==> config.mk <==
export PLATFORM = sky130hd
export DESIGN_NAME = ysyx_23060201_wb_arbiter
export DESIGN_NICKNAME = d
export VERILOG_FILES = /design/src/rtl/ysyx_23060201_pkg.sv /design/src/rtl/ysyx_23060201_rr_arb.sv /design/src/rtl/ysyx_23060201_wb_arbiter.sv
export SDC_FILE = /design/constraint.sdc
export NUM_CORES = 1
export LEC_CHECK = 0
export ABC_AREA = 1
export ABC_CLOCK_PERIOD_IN_PS = 3350
export CAP_MARGIN = 20
export CELL_PAD_IN_SITES_DETAIL_PLACEMENT = 0
export CELL_PAD_IN_SITES_GLOBAL_PLACEMENT = 1
export CORE_ASPECT_RATIO = 1.1
export CORE_MARGIN = 1
export CORE_UTILIZATION = 29
export DETAILED_ROUTE_END_ITERATION = 8
export GPL_TIMING_DRIVEN = 1
export PLACE_DENSITY = 0.85
export SETUP_SLACK_MARGIN = 0.05
export SLEW_MARGIN = 25
export SYNTH_ARGS = -nofsm -noshare
export SYNTH_HDL_FRONTEND = slang
export SYNTH_HIERARCHICAL = 1
export SYNTH_SLANG_ARGS = --single-unit
==> constraint.sdc <==
create_clock -name clk -period 3.35 [get_ports clk]
set_input_delay 0.5025 -clock clk [delete_from_list [all_inputs] [get_ports clk]]
set_output_delay 0.5025 -clock clk [all_outputs]
set_load 0.005 [all_outputs]
==> src/rtl/ysyx_23060201_pkg.sv <==
// Shared definitions for the writeback arbiter slice.
// Requester indices, requester count and round-robin pointer width, plus a
// helper that advances a requester index modulo the requester count.
package ysyx_23060201_pkg;

  // Requester count (NREQ); the arbiter only supports three requesters.
  localparam int unsigned NUM_REQ = 3;
  localparam int unsigned PTR_W   = 2;

  typedef enum logic [PTR_W-1:0] {
    REQ_ALU = 2'd0,
    REQ_LSU = 2'd1,
    REQ_CSR = 2'd2
  } req_idx_e;

  // (idx + 1) mod 3
  function automatic req_idx_e rr_next(input req_idx_e idx);
    case (idx)
      REQ_ALU: return REQ_LSU;
      REQ_LSU: return REQ_CSR;
      default: return REQ_ALU;
    endcase
  endfunction

endpackage

==> src/rtl/ysyx_23060201_rr_arb.sv <==
// Three-way round-robin arbiter.
// Ports:
//   clk, rst  : clock, asynchronous active-high reset
//   valid     : per-requester request
//   grant     : one-hot grant (combinational, all-zero during reset)
//   gnt_idx   : index of the granted requester (meaningful when gnt_any)
//   gnt_any   : a grant is issued this cycle
// The pointer holds the highest-priority requester; after a grant it moves
// to the requester just past the winner, and holds when nothing is valid.
module ysyx_23060201_rr_arb
  import ysyx_23060201_pkg::*;
(
  input  logic               clk,
  input  logic               rst,
  input  logic [NUM_REQ-1:0] valid,
  output logic [NUM_REQ-1:0] grant,
  output req_idx_e           gnt_idx,
  output logic               gnt_any
);

  req_idx_e ptr_q;
  req_idx_e ptr_d;

  always_ff @(posedge clk or posedge rst) begin
    if (rst) ptr_q <= REQ_ALU;
    else     ptr_q <= ptr_d;
  end

  always_comb begin
    req_idx_e cand;
    grant   = '0;
    gnt_idx = REQ_ALU;
    gnt_any = 1'b0;
    ptr_d   = ptr_q;
    cand    = ptr_q;
    // Scan ptr, ptr+1, ptr+2 (mod 3); first valid requester wins.
    for (int unsigned k = 0; k < NUM_REQ; k++) begin
      if (!gnt_any && valid[cand]) begin
        gnt_any = 1'b1;
        gnt_idx = cand;
      end
      cand = rr_next(cand);
    end
    if (rst) gnt_any = 1'b0;
    if (gnt_any) begin
      grant[gnt_idx] = 1'b1;
      ptr_d          = rr_next(gnt_idx);
    end
  end

endmodule

==> src/rtl/ysyx_23060201_wb_arbiter.sv <==
// Writeback arbiter with register scoreboard.
// Three requesters (ALU, LSU, CSR) compete round-robin for a single register
// file write port; the winning rd/data is registered onto gpr_w* one cycle
// later. A busy-bit scoreboard tracks outstanding destinations: issue sets a
// bit, commit clears it, and set wins over clear on the same index.
// Ports:
//   clk, rst                     : clock, asynchronous active-high reset
//   req_valid/req_rd/req_data    : packed per-requester writeback requests
//   req_ready                    : one-hot grant
//   gpr_wen/gpr_waddr/gpr_wdata  : registered register-file write port
//   issue_valid/issue_rd         : instruction issue marking rd busy
//   rs1, rs2                     : source indices to check
//   hazard1/hazard2/waw_hazard   : combinational scoreboard hits
//   busy_vec                     : scoreboard state
//   sb_err                       : sticky protocol-error flag
module ysyx_23060201_wb_arbiter
  import ysyx_23060201_pkg::*;
#(
  parameter int GPR_ADDR_WIDTH = 5,
  parameter int DATA_WIDTH     = 32,
  parameter int NREQ           = 3
) (
  input  logic                           clk,
  input  logic                           rst,
  input  logic [NREQ-1:0]                req_valid,
  input  logic [NREQ*GPR_ADDR_WIDTH-1:0] req_rd,
  input  logic [NREQ*DATA_WIDTH-1:0]     req_data,
  output logic [NREQ-1:0]                req_ready,
  output logic                           gpr_wen,
  output logic [GPR_ADDR_WIDTH-1:0]      gpr_waddr,
  output logic [DATA_WIDTH-1:0]          gpr_wdata,
  input  logic                           issue_valid,
  input  logic [GPR_ADDR_WIDTH-1:0]      issue_rd,
  input  logic [GPR_ADDR_WIDTH-1:0]      rs1,
  input  logic [GPR_ADDR_WIDTH-1:0]      rs2,
  output logic                           hazard1,
  output logic                           hazard2,
  output logic                           waw_hazard,
  output logic [2**GPR_ADDR_WIDTH-1:0]   busy_vec,
  output logic                           sb_err
);

  localparam int unsigned NREG = 2**GPR_ADDR_WIDTH;

  req_idx_e                  gnt_idx;
  logic                      gnt_any;
  logic [GPR_ADDR_WIDTH-1:0] sel_rd;
  logic [DATA_WIDTH-1:0]     sel_data;
  logic                      commit_nz;
  logic                      issue_nz;
  logic [NREG-1:0]           busy_q;
  logic [NREG-1:0]           set_vec;
  logic [NREG-1:0]           clr_vec;
  logic                      err_hit;

  ysyx_23060201_rr_arb u_arb (
    .clk     (clk),
    .rst     (rst),
    .valid   (req_valid),
    .grant   (req_ready),
    .gnt_idx (gnt_idx),
    .gnt_any (gnt_any)
  );

  assign sel_rd    = req_rd[int'(gnt_idx)*GPR_ADDR_WIDTH +: GPR_ADDR_WIDTH];
  assign sel_data  = req_data[int'(gnt_idx)*DATA_WIDTH +: DATA_WIDTH];
  assign commit_nz = gnt_any && (sel_rd != '0);
  assign issue_nz  = issue_valid && (issue_rd != '0);

  assign hazard1    = busy_q[rs1] && (rs1 != '0);
  assign hazard2    = busy_q[rs2] && (rs2 != '0);
  // Uses the registered bits, so a same-cycle commit does not hide it.
  assign waw_hazard = issue_nz && busy_q[issue_rd];
  assign busy_vec   = busy_q;

  always_comb begin
    set_vec = '0;
    clr_vec = '0;
    if (issue_nz)  set_vec[issue_rd] = 1'b1;
    if (commit_nz) clr_vec[sel_rd]   = 1'b1;
  end

  assign err_hit = (commit_nz && !busy_q[sel_rd]) || (issue_valid && waw_hazard);

  always_ff @(posedge clk or posedge rst) begin
    if (rst) begin
      busy_q <= '0;
      sb_err <= 1'b0;
    end else begin
      busy_q <= (busy_q & ~clr_vec) | set_vec;
      if (err_hit) sb_err <= 1'b1;
    end
  end

  // rd=0 grants are accepted and latched but never write.
  always_ff @(posedge clk or posedge rst) begin
    if (rst) begin
      gpr_wen   <= 1'b0;
      gpr_waddr <= '0;
      gpr_wdata <= '0;
    end else if (gnt_any) begin
      gpr_wen   <= (sel_rd != '0);
      gpr_waddr <= sel_rd;
      gpr_wdata <= sel_data;
    end else begin
      gpr_wen   <= 1'b0;
    end
  end

endmodule

==> run metrics, run 1 <==
outcome=complete, no violations; Max Root-Sink Buffers=2; Setup CP Type=in2out; Worst-path clk slew=0.06 ns; Die Ht=140 µm; GPL Wtd Cong=0.883; Max Clock Freq=319 MHz; Core Area=17000 µm²; critical path fanouts, max=5; CTS tree=yes; Initial Util=29.7%; CTS Sinks=73; crit start category=input pin; count of input and output buffers=208; DR WL/cell=16.2 µm; PnR worst setup slack=0.214 ns; dpl ws=-0.00745 ns; Post-synth EDFFs=0; final setup violating endpoints=0; synth top area cells=dfrtp_1 36%, nand2_1 14%, o21ai_0 11%, nor2_1 8.7%, inv_1 5.1%; Hold WS=0.403 ns; hold crit path type=in2async; Syn Nets=923; largest area contributor in the netlist=dfrtp_1; Multi-input gate area=2780 µm²; Yosys cell types=28; H-tree depth=3; Syn Inst Count=791; static leakage=3.34 nW; vias per cell=4.92; Final Max Slew Viols=0; final net count=1120; Clock Latency Late Sink=0.33 ns; FF+latch area=1830 µm²; final setup skew=0.00566 ns; Final Non-Filler Cells=1226; CP arrival=2.63 ns; TritonCTS Buffers=9; area grow syn2layout=53.9%; fin util=45.7%; total number of yosys warnings=6; Diodes inserted=0; PD cells=862 nW/µm²; grt ovf=0; Die ar.=18000 µm²; R2R setup slack=0.63 ns; Async S/R FF share, synth=100%; Slew @ Worst Pin=0.734 ns; layout cells sized above 1=6.65%; Cell Rows=50; minimum clock period=3.14 ns; first-pass GRT wire length=31300 µm; ANT nets after route=0; final WL=19900 µm; worst r2r src=u_arb/ptr_q[1]$_DFFE_PP0P_; pin count of the biggest net entering global routing=65; Most used DFF post-synth=dfrtp_1; Post-route DRC=0; I/O Pins=209; hold bufs inserted after CTS=0; CP required=2.85 ns; first drt pass iteration count=5; die width=128 µm; total power=0.00670 W; vias in the first global route=5821; Rel. slew slack=51.0%; Placed Instances=1211; initial drt markers=438; crit path capture type=output pin; GRT Util Overall=22.5%; reg2reg end=busy_vec[6]$_DFF_PP0_; #FFs+latches synth=73; Max-Cap Viols=0; Final Hold Vio Count=0; fillers=1827; DR vias=6030; hpwl dp=15400 µm; RSZ-0062 raised after global routing=false; Worst R2R Path Depth=16; register area share after synthesis=36.2%; CTS root buf=clkbuf_16; Final Cycle Share=93.6%; Max rail drop VDD=351 µV; antenna violations before repair=0; Synth Cell Area=5050 µm²; top-area cell type share of the netlist area=36.2%; Synth Area per Inst=6.39 µm²
==> registers in the layout (all words and copies together) (netlist names) <==
register / flops
busy_vec: 32
gpr_wen: 1
gpr_waddr: 5
gpr_wdata: 32
u_arb/ptr_q: 2
sb_err: 1
==> how the worst max path moves through the flow <==
| stage | from | depth (start not counted) | slack [ns] | to |
|---|---|---|---|---|
| 2_1_floorplan | u_arb/ptr_q[1]$_DFFE_PP0P_ | 21 | 0.95 | sb_err$_DFFE_PP0P_ |
| 3_3_place_gp | issue_rd[1] | 10 | 0.02 | waw_hazard |
| 3_5_place_dp | issue_rd[1] | 10 | -0.007 | waw_hazard |
| 4_1_cts | issue_rd[2] | 8 | 0.15 | waw_hazard |
| 5_1_grt | issue_rd[4] | 8 | 0.10 | waw_hazard |
| 6_report | issue_rd[4] | 8 | 0.21 | waw_hazard |
==> power breakdown <==
group / internal [W] / switching [W] / leakage, nW
clock: 0.000721 / 0.000376 / 0.161
combinational: 0.00172 / 0.00207 / 2.32
sequential: 0.00131 / 0.000501 / 0.856
total: 0.00375 / 0.00295 / 3.34
==> synthesized netlist by cell type (3+ instances only) <==
library cell and count:
nand2_1 191, nor2_1 117, o21ai_0 114, dfrtp_1 73, inv_1 69, nand3_1 47, a31oi_1 34, clkbuf_1 29
o21ai_1 26, a21oi_1 22, o211ai_1 13, inv_2 12, nor3_1 10, nor2_2 6, buf_4 5, nand3_2 4
buf_2 3, nand2_2 3
==> through the flow <==
stage          instance area (µm²)  setup TNS, ns
2_1_floorplan                 5050              0
3_3_place_gp                  7400              0
3_5_place_dp                  7400       -0.00745
4_1_cts                       7750              0
5_1_grt                       7770              0
6_report                      7770              0
==> cells by family (layout without fill, tap and decap cells) <==
logic type	Yosys count	after routing	share of synthesized area [%]
and+or+nand+nor	383	383	31.3
DFF	73	73	36.2
buffers and inverters	121	322	9.59
AOI/OAI and AO/OA	214	214	23.0
==> worst max-delay path, cell delays in order <==
cell,delay [ns]
clkdlybuf4s50_1,0.62
inv_1,0.15
nor3_1,0.32
o21ai_0,0.15
nand2_1,0.09
nor2_1,0.06
a21oi_2,0.22
clkdlybuf4s50_1,0.53
==> per-layer routing <==
layer  GRT usage [%]  share of wire (%)
met5               0                  0
met2            38.7                 48
met1            27.4                 41
met3            6.00                9.3
met4            6.25                1.8
==> placed cells by master (no fill, tap or decap), types with 2 or more instances in the layout <==
| cell | Yosys | routed |
|---|---|---|
| a21boi_0 | 2 | 2 |
| o21ai_1 | 26 | 26 |
| nor2_1 | 117 | 117 |
| clkinv_2 | 0 | 2 |
| clkbuf_16 | 0 | 9 |
| buf_4 | 5 | 15 |
| o21ai_0 | 114 | 114 |
| a21oi_1 | 22 | 21 |
| nand3_2 | 4 | 4 |
| nand3_1 | 47 | 47 |
| inv_2 | 12 | 13 |
| bufinv_16 | 0 | 3 |
| a31oi_1 | 34 | 34 |
| nor2_4 | 2 | 5 |
| nand4_1 | 2 | 2 |
| inv_1 | 69 | 68 |
| o211ai_1 | 13 | 13 |
| dlygate4sd2_1 | 0 | 2 |
| nor3_2 | 0 | 4 |
| buf_12 | 0 | 2 |
| nand2_2 | 3 | 3 |
| dfrtp_1 | 73 | 73 |
| nand2_1 | 191 | 191 |
| nor2_2 | 6 | 3 |
| nor3_1 | 10 | 6 |
| clkdlybuf4s50_1 | 0 | 206 |
==> area by class of cell <==
class | count | share of cell area [%]
multi-input cells | 597 | 35.8
clock buffers | 9 | 2.90
clock inverters | 6 | 1.38
inverters | 82 | 3.96
repair buffers | 225 | 28.7
well taps | 234 | 3.77
flip-flops and latches | 73 | 23.5
==> timing repair <==
action | 4_1_cts | 5_1_grt
setup buffers | 0 | 0
setup endpoints to repair | 1 | 1
gates resized for setup | 5 | 5
(Power assumes the default switching activity.)
==> run 2: changes to the inputs <==
CELL_PAD_IN_SITES_DETAIL_PLACEMENT = 1   (was 0)
TNS_END_PERCENT = 5   (was not set)
==> run 2 against run 1 <==
  * Clock skew grew 0.0039 ns
  * Die area unchanged
  * Register-to-register slack got worse by 0.13 ns
  * Count of clock-buffer cells in the layout is 1 higher
  * Combinational power up 2%
  * Clock power fell by 6%
  * Wire length grew 9.3%
  * Critical path type unchanged
==> run metrics, run 2 (synthesized netlist as in run 1, its figures left out) <==
static leakage=3.33 nW; Clock power frac=15.3%; critical-path cell list=clkdlybuf4s50_1 > inv_1 > nor3_1 > o21ai_0 > nand2_1 > nor2_1 > a21oi_1 > clkdlybuf4s50_1; Worst path depth=8; Rel. slew slack=51.9%; area grow syn2layout=53.1%; hpwl dp=17000 µm; final WL=21800 µm; total power=0.00672 W; Clock Latency Late Sink=0.34 ns; Final Cycle Share=94.6%; R2R setup slack=0.50 ns; PD cells=869 nW/µm²; GPL Wtd Cong=0.883; Final Hold Vio Count=0; layout cells sized above 1=6.34%; CP arrival=2.67 ns; Max-Cap Viols=0; critical path fanouts, max=5; Setup CP Type=in2out; Max Clock Freq=316 MHz; count of input and output buffers=208; outcome=complete, no violations; internal power=0.00368 W; final setup skew=0.00960 ns; Placed Instances=1211; design area=7730 µm²; fillers=2188; H-tree depth=3; Max Root-Sink Buffers=2; RSZ-0062 raised after global routing=false; grt ovf=0; Slew @ Worst Pin=0.720 ns; dpl ws=-0.0235 ns; first-pass GRT wire length=34000 µm; Combinational Power Share=57.6%; die width=128 µm; I/O Pins=209; Multi-input gate area=2760 µm²; first drt pass iteration count=4; sw power=0.00304 W; Core Area=17000 µm²; CP delay by family, top=buffers and inverters; largest stage delay on the critical path=0.58 ns; hold crit path type=in2async; commonest non-fill, non-tap cell in the layout=clkdlybuf4s50_1; fin util=45.4%; Cell Rows=50; vias in the first global route=6377; Initial Util=29.7%; most used cell, CP=clkdlybuf4s50_1; FF+latch area=1830 µm²; minimum clock period=3.17 ns; Flop pwr share=27.0%; Switching Share=45.3%; initial drt markers=239; reg2reg end=busy_vec[6]$_DFF_PP0_; Final Max Slew Viols=0; Diodes inserted=0; CP Buf/Inv Count=3; dpl cell area=7400 µm²; CTS Sinks=73; most frequent cells in the layout=206 x clkdlybuf4s50_1, 190 x nand2_1, 117 x nor2_1, 114 x o21ai_0, 73 x dfrtp_1; pin count of the biggest net entering global routing=65; crit start category=input pin; antenna violations before repair=0; crit path capture type=output pin; DR WL/cell=17.7 µm; Final Non-Filler Cells=1227; Max rail drop VDD=320 µV; CP required=2.85 ns; GRT Util Overall=24.4%; PnR worst setup slack=0.182 ns; Post-route DRC=0; final net count=1120; Die ar.=18000 µm²; worst r2r src=u_arb/ptr_q[1]$_DFFE_PP0P_; CP max stage cell=clkdlybuf4s50_1; Worst-path clk slew=0.06 ns; Die Ht=140 µm; vias per cell=5.10; CTS tree=yes; TritonCTS Buffers=9; ANT nets after route=0; final setup violating endpoints=0; DR vias=6258; CTS root buf=clkbuf_16; Worst R2R Path Depth=16
run 2: area by class of cell:
class                   instances  share of cell area (%)
clock buffers                  10                    2.96
inverters                      82                    3.98
multi-input cells             597                    35.7
well taps                     234                    3.79
clock inverters                 6                    1.07
repair buffers                225                    28.9
flip-flops and latches         73                    23.6
run 2: power by group through the flow:
stage | Sequential, W | Clock (W) | Combinational (W)
floorplan | 0.00168 | 0 | 0.00208
global placement | 0.00181 | 0 | 0.00380
detailed placement | 0.00182 | 0 | 0.00388
CTS | 0.00182 | 0.00105 | 0.00391
global route | 0.00187 | 0.00108 | 0.00432
finish | 0.00182 | 0.00103 | 0.00388
run 2: what timing repair did:
action	CTS	global route
gates resized for setup	6	1
endpoints found under the setup margin	1	1
hold buffers	0	0
setup buffers	0	0
run 2: layer usage:
| layer | GRT usage (%) | share of wire (%) |
|---|---|---|
| met5 | 0 | 0 |
| met4 | 8.73 | 2.4 |
| met3 | 6.68 | 7.9 |
| met2 | 42.5 | 49 |
| met1 | 28.3 | 41 |
run 2: worst max-delay path by stage:
stage,slack [ns],start,end
after floorplan,0.95,u_arb/ptr_q[1]$_DFFE_PP0P_,sb_err$_DFFE_PP0P_
after global placement,0.02,issue_rd[1],waw_hazard
after detailed placement,-0.02,issue_rd[1],waw_hazard
after CTS,0.19,issue_rd[2],waw_hazard
after global routing,0.07,issue_rd[4],waw_hazard
final,0.18,issue_rd[3],waw_hazard
run 2: worst register-to-register path: cells and delay by family (launching register included):
family	cells	cell delay, ns
and+or+nand+nor	8	1.24
AOI/OAI and AO/OA	3	0.51
DFF	1	0.48
buffers and inverters	5	0.46
run 2: through the flow:
step                      hold WS (ns)  setup TNS (ns)
after CTS                        0.373               0
after global placement           0.483               0
after global routing             0.407               0
after floorplan                  0.260               0
final                            0.385               0
after detailed placement         0.487         -0.0235
==> run 3: changes to the inputs <==
--- a/config.mk
+++ b/config.mk
@@ -17,3 +17,3 @@
 export GPL_TIMING_DRIVEN = 1
-export PLACE_DENSITY = 0.85
+export PLACE_DENSITY_LB_ADDON = 0.1
 export SETUP_SLACK_MARGIN = 0.05
==> constraint.sdc (replaced) <==
create_clock -name clk -period 3.35 [get_ports clk]
set_input_delay 0.335 -clock clk [delete_from_list [all_inputs] [get_ports clk]]
set_output_delay 0.335 -clock clk [all_outputs]
set_load 0.005 [all_outputs]
==> run 3 against run 2 <==
  * Combinational power is 2% lower
  * Critical path type unchanged
  * Final cell count barely moved
  * Global-route usage up 0.16 points
  * Largest cell class unchanged
==> run metrics, run 3 (synthesized netlist as in run 1, its figures left out) <==
outcome=complete, no violations; Post-CTS Setup Repair Bufs=0; PD cells=861 nW/µm²; Setup CP Type=in2out; initial drt markers=193; FF+latch area=1830 µm²; first-pass GRT wire length=33900 µm; TNS Setup=0 ns; H-tree depth=3; ANT nets after route=0; Multi-input gate area=2740 µm²; internal power=0.00361 W; final setup violating endpoints=0; uppermost layer routed=met4; GRT Util Overall=24.5%; RSZ-0062 raised after global routing=false; critical-path cell list=clkdlybuf4s50_1 > inv_1 > nor2_2 > nand2_1 > nand2_1 > o21ai_0 > nand2_1 > nor2_1 > a21oi_1 > clkdlybuf4s50_1; pin count of the biggest net entering global routing=65; total power=0.00663 W; Clock Latency Late Sink=0.34 ns; Die Ht=140 µm; Post-route DRC=0; Slew @ Worst Pin=0.654 ns; Max Root-Sink Buffers=2; DR WL/cell=17.4 µm; most frequent cells in the layout=208 x clkdlybuf4s50_1, 191 x nand2_1, 117 x nor2_1, 114 x o21ai_0, 73 x dfrtp_1; reg2reg end=busy_vec[11]$_DFF_PP0_; Combinational Power Share=57.3%; CTS root buf=clkbuf_16; most used cell, CP=nand2_1; Max-Cap Viols=0; Worst-path clk slew=0.06 ns; commonest non-fill, non-tap cell in the layout=clkdlybuf4s50_1; minimum clock period=3.00 ns; Worst R2R Path Depth=16; antenna violations before repair=0; Final Hold Vio Count=0; count of input and output buffers=208; dpl ws=0.346 ns; crit start category=input pin; CP arrival=2.66 ns; metal3 WL=1390 µm; critical path fanouts, max=9; Switching Share=45.6%; area grow syn2layout=52.5%; CP max stage cell=clkdlybuf4s50_1; static leakage=3.31 nW; Die ar.=18000 µm²; WL met2=10500 µm; final WL=21300 µm; vias per cell=4.94; hold bufs inserted after CTS=0; PnR worst setup slack=0.351 ns; Core Area=17000 µm²; crit path capture type=output pin; fillers=2172; Diodes inserted=0; sw power=0.00302 W; vias in the first global route=6295; Final Cycle Share=89.5%; final net count=1121; Rel. slew slack=56.4%; DR vias=6070; Clock power frac=15.0%; Max rail drop VDD=345 µV; worst r2r src=u_arb/ptr_q[1]$_DFFE_PP0P_; DRT met1 WL=8650 µm; CTS tree=yes; # resized after CTS=0; hpwl dp=16700 µm; CP startpoint=issue_rd[0]; Final Max Slew Viols=0; GPL Wtd Cong=0.868; grt ovf=0; Initial Util=29.7%; hold crit path type=in2async; Cell Rows=50; largest stage delay on the critical path=0.63 ns; layout cells sized above 1=6.34%; Flop pwr share=27.7%; I/O Pins=209; first drt pass iteration count=4; R2R setup slack=0.61 ns; CTS Sinks=73; final setup skew=0.00664 ns; die width=128 µm; TritonCTS Buffers=9; Max Clock Freq=333 MHz; CP required=3.01 ns
## run 3: cell types whose count changed in the layout (fill, tap and decap cells not counted), sizes merged
| cell | before | now |
|---|---|---|
| buf | 17 | 18 |
| bufinv | 2 | 1 |
| clkdlybuf4s50 | 206 | 208 |
| clkinvlp | 1 | 2 |
| dlygate4sd2 | 2 | 0 |
## run 3: layout make-up
class                   instances  share of cell area (%)
clock buffers                  10                    3.10
clock inverters                 6                   0.877
inverters                      82                    4.00
multi-input cells             597                    35.6
flip-flops and latches         73                    23.7
well taps                     234                    3.80
repair buffers                226                    28.9
## run 3: worst max path at each step
| stage | end | slack [ns] | depth (start not counted) |
|---|---|---|---|
| final | waw_hazard | 0.35 | 10 |
| after detailed placement | waw_hazard | 0.35 | 10 |
| after CTS | waw_hazard | 0.34 | 10 |
| after floorplan | sb_err$_DFFE_PP0P_ | 0.95 | 21 |
| after global placement | waw_hazard | 0.39 | 10 |
| after global routing | waw_hazard | 0.15 | 10 |
## run 3: stage by stage
| stage | cells | cell area [µm²] | utilization, % | hold WS, ns |
|---|---|---|---|---|
| 2_1_floorplan | 791 | 5050 | - | 0.0920 |
| 3_3_place_gp | 1212 | 7400 | 43.5 | 0.471 |
| 3_5_place_dp | 1212 | 7400 | 43.5 | 0.481 |
| 4_1_cts | 1228 | 7700 | 45.3 | 0.233 |
| 5_1_grt | 1228 | 7700 | 45.3 | 0.238 |
| 6_report | 1228 | 7700 | 45.3 | 0.234 |
## run 3: power groups by stage
stage          clock (W)  combinational (W)  sequential, W
2_1_floorplan          0            0.00208        0.00168
3_3_place_gp           0            0.00380        0.00184
3_5_place_dp           0            0.00383        0.00185
4_1_cts          0.00102            0.00386        0.00184
5_1_grt          0.00105            0.00426        0.00190
6_report        0.000993            0.00380        0.00184
## run 3: per-layer routing
metal,vias up,global-route usage (%)
li1,3001,-
met1,2839,28.1
met2,189,42.4
met3,41,6.34
met4,0,11.1
met5,-,0
## run 3: worst max-delay path: cells and delay by family
kind | cells | cell delay (ns)
AOI/OAI and AO/OA | 2 | 0.34
buffers and inverters | 3 | 1.26
and+or+nand+nor | 5 | 0.72
